==> src/rtl/uart_tx_if.sv <==
// Host-side interface of the UART transmitter: write strobe, byte, serial line and status.
// dbg_state mirrors the transmitter FSM so checkers can bind to it.
interface uart_tx_if;
  logic       write;
  logic [7:0] data;
  logic       tx;
  logic       txrdy;
  logic       txempty;
  logic [2:0] dbg_state;

  // Handshake: a byte is taken on any rising edge where write=1 and txrdy=1.
  // With txrdy=0 the strobe is dropped, not queued.
  modport master (
    output write,
    output data,
    input  tx,
    input  txrdy,
    input  txempty,
    input  dbg_state
  );

  modport slave (
    input  write,
    input  data,
    output tx,
    output txrdy,
    output txempty,
    output dbg_state
  );
endinterface

==> src/rtl/uart_tx.sv <==
// UART transmitter on the 16x baud clock: holding register (THR), shift register (TSR), framing FSM.
// Build option UART_TX_PARITY_EN adds an odd parity bit between data[7] and the stop bit.
module uart_tx (
  input  logic      mclkx16,
  input  logic      reset,
  uart_tx_if.slave  bus
);

`ifdef UART_TX_PARITY_EN
  typedef enum logic [2:0] {
    IDLE   = 3'd0,
    START  = 3'd1,
    DATA   = 3'd2,
    PARITY = 3'd3,
    STOP   = 3'd4
  } state_t;
`else
  typedef enum logic [2:0] {
    IDLE   = 3'd0,
    START  = 3'd1,
    DATA   = 3'd2,
    STOP   = 3'd4
  } state_t;
`endif

  state_t     state_q, state_d;
  logic [3:0] prescaler_q;
  logic       tick;
  logic [7:0] thr_q;
  logic       thr_full_q, thr_full_d;
  logic [7:0] tsr_q, tsr_d;
  logic [2:0] bit_idx_q, bit_idx_d;
  logic       tx_q, tx_d;
  logic       load_tsr;
  logic       accept;
`ifdef UART_TX_PARITY_EN
  logic       par_q, par_d;
`endif

  assign tick   = (prescaler_q == 4'd15);
  assign accept = bus.write && !thr_full_q;

  // Next-state and datapath; everything but THR acceptance waits for a tick.
  always_comb begin
    state_d   = state_q;
    tsr_d     = tsr_q;
    bit_idx_d = bit_idx_q;
    tx_d      = tx_q;
    load_tsr  = 1'b0;
    if (tick) begin
      case (state_q)
        IDLE: begin
          if (thr_full_q) begin
            state_d  = START;
            load_tsr = 1'b1;
            tx_d     = 1'b0;
          end
        end
        START: begin
          state_d   = DATA;
          tx_d      = tsr_q[0];
          tsr_d     = {1'b0, tsr_q[7:1]};
          bit_idx_d = 3'd0;
        end
        DATA: begin
          if (bit_idx_q == 3'd7) begin
`ifdef UART_TX_PARITY_EN
            state_d = PARITY;
            tx_d    = par_q;
`else
            state_d = STOP;
            tx_d    = 1'b1;
`endif
          end else begin
            tx_d      = tsr_q[0];
            tsr_d     = {1'b0, tsr_q[7:1]};
            bit_idx_d = bit_idx_q + 3'd1;
          end
        end
`ifdef UART_TX_PARITY_EN
        PARITY: begin
          state_d = STOP;
          tx_d    = 1'b1;
        end
`endif
        STOP: begin
          // A byte already waiting starts immediately, with no idle bit.
          if (thr_full_q) begin
            state_d  = START;
            load_tsr = 1'b1;
            tx_d     = 1'b0;
          end else begin
            state_d = IDLE;
            tx_d    = 1'b1;
          end
        end
        default: begin
          state_d = IDLE;
          tx_d    = 1'b1;
        end
      endcase
    end
    if (load_tsr) begin
      tsr_d = thr_q;
    end
  end

  // THR is full while a byte waits; a transfer and an accept never share an edge.
  always_comb begin
    thr_full_d = thr_full_q;
    if (load_tsr) begin
      thr_full_d = 1'b0;
    end else if (accept) begin
      thr_full_d = 1'b1;
    end
  end

`ifdef UART_TX_PARITY_EN
  always_comb begin
    par_d = par_q;
    if (load_tsr) begin
      par_d = ~^thr_q;
    end
  end
`endif

  always_ff @(posedge mclkx16) begin
    if (reset) begin
      state_q     <= IDLE;
      prescaler_q <= 4'd0;
      thr_q       <= 8'd0;
      thr_full_q  <= 1'b0;
      tsr_q       <= 8'd0;
      bit_idx_q   <= 3'd0;
      tx_q        <= 1'b1;
`ifdef UART_TX_PARITY_EN
      par_q       <= 1'b0;
`endif
    end else begin
      state_q     <= state_d;
      prescaler_q <= prescaler_q + 4'd1;
      thr_full_q  <= thr_full_d;
      tsr_q       <= tsr_d;
      bit_idx_q   <= bit_idx_d;
      tx_q        <= tx_d;
      if (accept) begin
        thr_q <= bus.data;
      end
`ifdef UART_TX_PARITY_EN
      par_q       <= par_d;
`endif
    end
  end

  assign bus.tx        = tx_q;
  assign bus.txrdy     = !thr_full_q;
  assign bus.txempty   = (state_q == IDLE) && !thr_full_q;
  assign bus.dbg_state = state_q;

endmodule
==> src/flat_wrapper.sv <==
// flat-port wrapper written by rule: the top's interface ports become plain ports
module uart_tx_flat 
  (mclkx16, reset, bus_write, bus_data, bus_tx, bus_txrdy, bus_txempty, bus_dbg_state);
  uart_tx_if bus_i ();
  input  logic mclkx16;
  input  logic reset;
  input wire logic [$bits(bus_i.write)-1:0] bus_write;
  input wire logic [$bits(bus_i.data)-1:0] bus_data;
  output wire logic [$bits(bus_i.tx)-1:0] bus_tx;
  output wire logic [$bits(bus_i.txrdy)-1:0] bus_txrdy;
  output wire logic [$bits(bus_i.txempty)-1:0] bus_txempty;
  output wire logic [$bits(bus_i.dbg_state)-1:0] bus_dbg_state;
  assign bus_i.write = bus_write;
  assign bus_i.data = bus_data;
  assign bus_tx = bus_i.tx;
  assign bus_txrdy = bus_i.txrdy;
  assign bus_txempty = bus_i.txempty;
  assign bus_dbg_state = bus_i.dbg_state;
  uart_tx u_core (.mclkx16(mclkx16), .reset(reset), .bus(bus_i));
endmodule
==> config.mk <==
export PLATFORM = sky130hd
export DESIGN_NAME = uart_tx_flat
export DESIGN_NICKNAME = d
export VERILOG_FILES = /design/src/rtl/uart_tx_if.sv /design/src/rtl/uart_tx.sv /design/src/flat_wrapper.sv
export SDC_FILE = /design/constraint.sdc
export NUM_CORES = 1
export LEC_CHECK = 0
export ABC_AREA = 0
export CORE_MARGIN = 5
export CORE_UTILIZATION = 48
export CTS_CLUSTER_DIAMETER = 200
export DETAILED_ROUTE_END_ITERATION = 12
export PLACE_DENSITY = 0.75
export SETUP_SLACK_MARGIN = 0.1
export SKIP_LAST_GASP = 1
export SYNTH_ARGS = -nofsm -noshare
export SYNTH_HDL_FRONTEND = slang
export SYNTH_SLANG_ARGS = --single-unit
export TNS_END_PERCENT = 50
==> constraint.sdc <==
create_clock -name mclkx16 -period 1.7 [get_ports mclkx16]
set_clock_uncertainty 0.1 [all_clocks]
set_input_delay 0.425 -clock mclkx16 [delete_from_list [all_inputs] [get_ports mclkx16]]
set_output_delay 0.425 -clock mclkx16 [all_outputs]
set_load 0.005 [all_outputs]
==> flow_summary.ini <==
[outcome]
status = complete, but fails checks
failed_checks = setup timing

[global_route]
first_global_vias = 1093
grt_use_met3_pct = 3.099
overflow = 0
use_met2_pct = 30.19
grt.busiest_layer = met2
antenna_found_initial = 0
track_usage_pct = 16.58
grt_pass1_wl_mm = 4.871
use_met1_pct = 20.97
grt_max_degree = 20

[timing]
tightest_slew_ns = 0.2887
period_minus_slack_ns = 1.853
slew_headroom_pct = 80.69
hold_viol_final = 0
maxSlewViolCount = 0
rsz0062_at_grt = true
setup_slack_ns = -0.1533
fin_crit_sh_pct = 109.0
clock.fmax_ghz = 0.5396
setup_viol = 14

[setup_path]
worstPathRequired_ns = 1.84
path_cells = ha_4 -> ha_4 -> or3b_4 -> a211oi_4 -> mux2i_1 -> nor2_1
cp_common_cell = ha_4
crit_path_max_incr_delay_ns = 0.38
cp-start-kind = flop
slowest_stage = or3b_4
arrival_ns = 1.99
path_buf_inv = 0
critPathCaptureType = flop
crit_type = reg2reg
worstPathMaxFanout = 6
r2r_slack_ns = -0.15
crit_family = simple AND/OR/NAND/NOR gates

[synthesis]
ys_ff_latch = 28
synth_nets = 152
ys_seq_area_share_pct = 43.71
synth_compound_area_share_pct = 16.39
synthAdderAreaFrac_pct = 2.927
yosys.area_share.simple_pct = 24.20
synthMuxAreaShare_pct = 7.024
ys.flop_type = dfxtp_1
synth_top_cell_area_share_pct = 43.71
synthArstFlopShare_pct = 0
synth_most_common_cell = dfxtp_1
synth_common_cells = dfxtp_1 (28), nor2_1 (25), nand2_1 (17)
netlist_area_um2 = 1282
avgSynthCellArea_um2 = 9.293
yosysWarnings = 0
yosysTopAreaCell = dfxtp_1
synth_xor_xnor_area_share_pct = 1.366
syn_inst = 138
ys_types = 34
synth_top_family_by_area = simple AND/OR/NAND/NOR gates
synth-edff-count = 0
ys_top_cells_by_area = dfxtp_1 (44%), a311oi_2 (8.2%), nor2_1 (7.3%)

[route]
vias = 1075
routed_via_density = 5.348
drtAntennaViolNets = 0
drt_iter0_drc = 34
drt-total-wl_mm = 2.781
drc = 0
wl_per_cell_um = 13.84
first_pass_iters = 4

[floorplanning]
die_y_um = 61.69
core_area_um2 = 2522
dieArea_um2 = 3806
start_util_pct = 50.84
rows = 18
io_pins = 17
die_w_um = 61.69

[cells_and_area]
finalNetCount = 186
diodes = 0
drive_gt1_share_pct = 30.99
fin_area_um2 = 1763
areaGrowthSynthToFinish_pct = 37.46

[clocking]
cts.sinks = 28
cts_tree = done
clkLatencyLatePin_ns = 0.33
clk_pin_slew_worst_paths_ns = 0.16
cts.htree.levels = 1
cts_buffers = 3
root_buffer = clkbuf_4
clock_path_buffers = 2
cts_hold_buf = 0

[placement]
dp_hpwl_mm = 1.954
gp_congestion = 0.7317
place_area_um2 = 1625
pre_cts_slack_ns = -0.1740
port_buffers = 16

[min_path]
hold_class = reg2reg

[job]
max_cap_violations = 0

[power]
p_leak_nw = 0.6463
power.density_nw_per_um2 = 700.9
ir_drop_mv = 0.8351
cell type report:
| class | count | area, um^2 |
|---|---|---|
| fillers | 199 | 759.5 |
| multi-input cells | 101 | 758.2 |
| flip-flops and latches | 28 | 566.8 |
| repair buffers | 37 | 344.1 |
| well taps | 30 | 37.54 |
| clock inverters | 1 | 30.03 |
| clock buffers | 3 | 22.52 |
| inverters | 1 | 3.754 |
stage by stage:
step	std cells	hold WS (ns)	total power (W)	util [%]	setup TNS, ns
2_1_floorplan	138	0.3176	0.0007508	-	-0.2690
3_3_place_gp	194	0.3294	0.0008020	64.43	-0.6725
3_5_place_dp	194	0.3393	0.0008060	64.43	-1.328
4_1_cts	201	0.3605	0.001244	69.00	-1.035
5_1_grt	201	0.3859	0.001286	69.89	-2.050
6_report	201	0.3627	0.001236	69.89	-1.062
cells by family after synthesis:
kind of cell | after synthesis
flops | 28
simple gates | 64
buf+inv | 10
mux | 9
fa+ha+maj | 3
xor+xnor | 2
compound gates | 22
timing repair:
action | 4_1_cts | 5_1_grt
endpoints found under the setup margin | 18 | 21
pin swaps | 6 | 7
buffers inserted | 2 | 0
hold endpoints to repair | 0 | 0
gates cloned | 1 | 0
gates resized for setup | 18 | 6
layer usage:
layer	part of all wire [%]	vias up
li1	-	549
met1	45	513
met2	52	11
met3	2.6	2
met4	0.32	0
met5	0	-
state kept, by name, summed over array words and instances (netlist names):
register              count
u_core.bit_idx_q          3
u_core.thr_q              8
u_core.thr_full_q         1
u_core.prescaler_q        4
u_core.tsr_q              8
u_core.bus.dbg_state      3
u_core.bus.tx             1
worst register-to-register path, cell delays in order (launching register included):
cell      delay (ns)
dfxtp_2         0.37
ha_4            0.16
ha_4            0.15
or3b_4          0.38
a211oi_4        0.34
mux2i_1         0.22
nor2_1          0.05
power by group:
group | internal [W] | switching [W] | leakage [nW]
Clock | 0.000238 | 0.000200 | 0.0279
Sequential | 0.000676 | 0.0000121 | 0.230
Combinational | 0.0000656 | 0.0000437 | 0.388
Total | 0.000980 | 0.000256 | 0.646
final timing paths:
path	cells after the start	endpoint	startpoint
worst min register to register	1	u_core.prescaler_q[0]	u_core.prescaler_q[0]
worst min-delay path	1	u_core.prescaler_q[0]	u_core.prescaler_q[0]
worst max register to register	6	u_core.bit_idx_q[0]	u_core.bit_idx_q[0]
worst max-delay path	6	u_core.bit_idx_q[0]	u_core.bit_idx_q[0]
cells in the final DEF (no fill, tap or decap), types with 3 or more instances in the layout:
cell type,n
a21oi_1,4
a311oi_2,7
buf_4,17
clkbuf_4,3
clkdlybuf4s50_1,12
dfxtp_1,23
dfxtp_2,5
mux2i_1,9
nand2_1,16
nand2b_1,3
nand3_1,3
nor2_1,24
nor2b_1,3
o21ai_0,3
(Power assumes the default switching activity.)
